## src/rtl/mux41_sched_pkg.sv

```systemverilog
// Shared types and sizes for the round-robin mux scheduler.
package mux41_sched_pkg;

  localparam int N_REQ  = 4;
  localparam int SEL_W  = 2;
  localparam int DATA_W = 4;

  typedef enum logic {
    IDLE  = 1'b0,
    GRANT = 1'b1
  } state_t;

endpackage

```

## src/rtl/mux41_rr_sched_rr_pick.sv

```systemverilog
// Rotating-priority picker: first requester at or after ptr, wrapping modulo 4.
module rr_pick
  import mux41_sched_pkg::*;
(
  input  logic [N_REQ-1:0] req,
  input  logic [SEL_W-1:0] ptr,
  output logic             found,
  output logic [SEL_W-1:0] idx
);

  logic [SEL_W-1:0] cand;

  // Scan from the farthest candidate back to ptr so the closest request wins.
  always_comb begin
    found = 1'b0;
    idx   = ptr;
    cand  = '0;
    for (int k = N_REQ - 1; k >= 0; k--) begin
      cand = ptr + SEL_W'(k);
      if (req[cand]) begin
        found = 1'b1;
        idx   = cand;
      end
    end
  end

endmodule

```

## src/rtl/mux_41.sv

```systemverilog
// 4:1 selector of 4-bit words; channel index is {s0,s1} with s0 as the MSB.
module mux_41 (
  input  logic [3:0] in0,
  input  logic [3:0] in1,
  input  logic [3:0] in2,
  input  logic [3:0] in3,
  input  logic       s0,
  input  logic       s1,
  output logic [3:0] out
);

  // Decode the two select lines into one of the four inputs.
  always_comb begin
    case ({s0, s1})
      2'b00:   out = in0;
      2'b01:   out = in1;
      2'b10:   out = in2;
      default: out = in3;
    endcase
  end

endmodule

```

## src/rtl/mux41_rr_sched.sv

```systemverilog
// Round-robin scheduler sharing one mux_41 between four valid/ready/last requesters.
module mux41_rr_sched
  import mux41_sched_pkg::*;
#(
  parameter int MAX_BURST = 8,
  parameter int PTR_RESET = 0
) (
  input  logic              clk,
  input  logic              rst,
  input  logic [N_REQ-1:0]  req_valid,
  input  logic [N_REQ-1:0]  req_last,
  input  logic [DATA_W-1:0] in0,
  input  logic [DATA_W-1:0] in1,
  input  logic [DATA_W-1:0] in2,
  input  logic [DATA_W-1:0] in3,
  output logic [N_REQ-1:0]  req_ready,
  output logic [DATA_W-1:0] out_data,
  output logic              out_valid,
  output logic              out_last,
  input  logic              out_ready,
  output logic              s0,
  output logic              s1,
  output logic [N_REQ-1:0]  grant,
  output logic              busy
);

  // Counter holds 0..MAX_BURST-1 within a burst; with MAX_BURST 0 it simply wraps.
  localparam int CNT_W = (MAX_BURST > 0) ? $clog2(MAX_BURST) + 1 : 1;
  localparam logic [CNT_W-1:0] CNT_LAST = CNT_W'((MAX_BURST > 0) ? MAX_BURST - 1 : 0);
  localparam logic [SEL_W-1:0] PTR_INIT = SEL_W'(PTR_RESET);

  state_t           state, state_n;
  logic [N_REQ-1:0] grant_n;
  logic [SEL_W-1:0] sel, sel_n;
  logic [SEL_W-1:0] rr_ptr, rr_ptr_n;
  logic [CNT_W-1:0] beat_cnt, beat_cnt_n;
  logic             pick_found;
  logic [SEL_W-1:0] pick_idx;
  logic             burst_end;
  logic             transfer;

  rr_pick u_pick (
    .req   (req_valid),
    .ptr   (rr_ptr),
    .found (pick_found),
    .idx   (pick_idx)
  );

  mux_41 u_mux (
    .in0 (in0),
    .in1 (in1),
    .in2 (in2),
    .in3 (in3),
    .s0  (s0),
    .s1  (s1),
    .out (out_data)
  );

  assign s0 = sel[1];
  assign s1 = sel[0];

  // Handshake outputs follow the owning channel; everything is quiet while idle.
  always_comb begin
    busy      = (state == GRANT);
    burst_end = (MAX_BURST != 0) && (beat_cnt == CNT_LAST);
    out_valid = busy && req_valid[sel];
    out_last  = busy && (req_last[sel] || burst_end);
    req_ready = '0;
    if (busy) req_ready[sel] = out_ready;
    transfer  = out_valid && out_ready;
  end

  // Arbitrate when idle; count beats and release on a last beat when granted.
  always_comb begin
    state_n    = state;
    grant_n    = grant;
    sel_n      = sel;
    rr_ptr_n   = rr_ptr;
    beat_cnt_n = beat_cnt;
    case (state)
      IDLE: begin
        if (pick_found) begin
          state_n    = GRANT;
          grant_n    = N_REQ'(1) << pick_idx;
          sel_n      = pick_idx;
          beat_cnt_n = '0;
        end
      end
      default: begin
        if (transfer) begin
          beat_cnt_n = beat_cnt + CNT_W'(1);
          if (out_last) begin
            state_n    = IDLE;
            grant_n    = '0;
            rr_ptr_n   = sel + SEL_W'(1);
            beat_cnt_n = '0;
          end
        end
      end
    endcase
  end

  // State, ownership, selects, pointer and beat counter registers.
  always_ff @(posedge clk or posedge rst) begin
    if (rst) begin
      state    <= IDLE;
      grant    <= '0;
      sel      <= '0;
      rr_ptr   <= PTR_INIT;
      beat_cnt <= '0;
    end else begin
      state    <= state_n;
      grant    <= grant_n;
      sel      <= sel_n;
      rr_ptr   <= rr_ptr_n;
      beat_cnt <= beat_cnt_n;
    end
  end

endmodule

```

## config.mk

```make
export PLATFORM = sky130hd
export DESIGN_NAME = mux41_rr_sched
export DESIGN_NICKNAME = d
export VERILOG_FILES = /design/src/rtl/mux41_sched_pkg.sv /design/src/rtl/mux41_rr_sched_rr_pick.sv /design/src/rtl/mux_41.sv /design/src/rtl/mux41_rr_sched.sv
export SDC_FILE = /design/constraint.sdc
export NUM_CORES = 1
export LEC_CHECK = 0
export ABC_AREA = 1
export CAP_MARGIN = 5
export CORE_MARGIN = 4
export CORE_UTILIZATION = 39
export DETAILED_ROUTE_END_ITERATION = 6
export GPL_TIMING_DRIVEN = 0
export PLACE_DENSITY = 0.73
export SYNTH_ARGS = -nofsm -noshare
export SYNTH_HDL_FRONTEND = slang
export SYNTH_SLANG_ARGS = --single-unit
```

## constraint.sdc

```tcl
create_clock -name clk -period 2.9 [get_ports clk]
set_input_delay 0.29 -clock clk [delete_from_list [all_inputs] [get_ports clk]]
set_output_delay 0.29 -clock clk [all_outputs]
set_load 0.005 [all_outputs]
```

==> metrics.txt <==
Die Y=62.0 um; share of cells above drive strength 1=0.0969; largest net degree at the start of global routing=14; Setup crit start kind=register; global-route wire length before repair=4480 um; Clock Skews=0.00705 ns; gpl congestion=0.817; DIE AREA=3850 sq um; Mapped Cells=180; flops & latches, synth=13; max-slew violations=0; critical path class=register to output pin; clk slew on worst S/H paths=0.08 ns; status=complete, no violations; fillers=278; I/O Pins=44; DP Worst Slack=0.813 ns; fin worst setup slack=0.506 ns; core area=2780 sq um; relative slew slack=0.663; number of core rows=19; Max H-tree Level=1; Hold WS=0.336 ns; Synth Area in XOR/XNOR=0.00769; sequential area share after synthesis=0.286; routed vias=1213; starting density of the core=0.409; port buffer count=43; Max Clock Freq=418 MHz; TritonRoute pass-1 iters=4; CP max FO=10; Synth warnings=0; Tightest Pin Transition=0.505 ns; fin crit share=0.825; largest family of logic cells by synthesized area=simple AND/OR/NAND/NOR gates; Simple-Gate Fraction of Synth Area=0.440; post-synthesis mux area share=0; vias per inst=4.70; Synth Cell Area=1140 sq um; max-cap violations=0; IR Drop Worst-Case VDD=0.000656 V; post-cts sizing count=0; pwr dens=975 nW/um^2; CTS Sinks=13; n_diodes=0; root buffer cell=clkbuf_4; TritonCTS clock tree=yes; Synthesized Nets=213; CP arrival=2.10 ns; TritonCTS Buffers=3; Fin. Hold Viols=0; grt ovf=0; Die X=62.0 um; # hold bufs at CTS=0; final setup vio count=0; WL/cell=11.2 um; Crit. End Element=output pin; unrepaired setup endpoints after global routing=no; DRC viols=0; DP HPWL=2330 um; min Tclk post-route=2.39 ns; Avg Cell Area, Syn=6.33 sq um; CTS Buffer Depth=2; GRT Util Overall=0.157; Worst Path Required=2.61 ns; compound-gate portion of the synthesized area=0.105; Lkg Pwr=0.859 nW; Synth-to-Final Area Change=43.5%; Adder-Cell Fraction of Synth Area=0.0659; HP Class=primary input to async pin; Fin Setup TNS=0 ns; Antenna Nets Post-Route=0; synth unique cells=21; initial drt markers=37; worst-skew pair later-pin latency=0.28 ns; fin nets=261; vias in the first global route=1017; routed wire length=2890 um; setup repair bufs after CTS=0; initial antenna violation count=0
-- final timing paths --
check,start,to,slack (ns),cells past startpoint
min,rst,beat_cnt[1],0.34,2
max in group asynchronous,rst,sel[0],2.22,2
max reg2reg,sel[0],beat_cnt[0],1.25,9
max,sel[0],out_data[1],0.51,6
min reg2reg,grant[2],grant[2],0.48,2
min in group clk,grant[2],grant[2],0.48,2
-- layout make-up --
cell class | count | area, sq um | share of cell area
multi-input cells | 141 | 704 | 0.431
repair buffers | 43 | 430 | 0.263
flip-flops and latches | 13 | 325 | 0.199
inverters | 25 | 97.6 | 0.0597
well taps | 31 | 38.8 | 0.0237
clock buffers | 4 | 26.3 | 0.0161
plain buffers | 1 | 11.3 | 0.00689
-- power by group --
group	internal (mW)	switching [mW]
clock	0.0534	0.0597
combinational	0.517	0.633
sequential	0.251	0.0803
total	0.821	0.773
-- cells in the final DEF, fill, tap and decap left out --
master and instances:
inv_1 21, ha_1 6, nand3b_1 1, clkbuf_4 3
nor2_1 14, inv_2 2, inv_4 1, clkdlybuf4s50_1 43
clkbuf_1 1, nand4_1 1, buf_6 1, o21ai_0 10
a21oi_1 7, nor2_2 2, xor2_1 1, dfrtp_1 13
nand3_1 15, clkinv_2 1, nor3_1 1, or2_2 1
nand2_1 67, a22o_1 4, nand2_2 8, nand2_4 3
-- registers in the layout (all words and copies together), names as in the netlist --
name      flops
busy          1
sel           2
beat_cnt      4
grant         4
rr_ptr        2
-- synth_stat cells --
library cell  count  area [sq um]
nand2_1          67           251
inv_1            21          78.8
nand3_1          15          75.1
nor2_1           14          52.6
dfrtp_1          13           325
o21ai_0          10          50.1
nand2_2           8          50.1
a21oi_1           7          35.0
ha_1              6          75.1
a22o_1            4          35.0
nand2_4           3          33.8
inv_2             2          7.51
nor2_2            2          12.5
buf_6             1          11.3
clkinv_2          1          5.00
inv_4             1          6.26
nand3b_1          1          7.51
nand4_1           1          6.26
nor3_1            1          5.00
or2_2             1          6.26
xor2_1            1          8.76
-- metal layers --
layer,global-route usage,routed length (um),vias to the layer above
li1,-,-,657
met1,0.213,1370,512
met2,0.243,1160,42
met3,0.0517,340,2
met4,0.0364,20,0
met5,0,0,-
-- metrics by stage --
step	utilization	area [sq um]	power [mW]	cells
final	0.587	1630	1.59	258
after global routing	0.587	1630	1.78	258
after CTS	0.587	1630	1.61	258
after detailed placement	0.578	1610	1.49	254
after global placement	0.578	1610	1.47	254
after floorplan	-	1140	1.08	180
-- cells by family after synthesis --
group	count (synthesis)
compound gates	21
xor+xnor	1
fa+ha+maj	6
buf+inv	26
flops	13
simple gates	113
-- worst max-delay path, stage by stage, from the launching register on --
cell	delay [ns]
dfrtp_1	0.56
inv_2	0.14
ha_1	0.27
a22o_1	0.22
a21oi_1	0.11
o21ai_0	0.08
clkdlybuf4s50_1	0.45
Note: power is estimated with default switching activity, not from simulation.
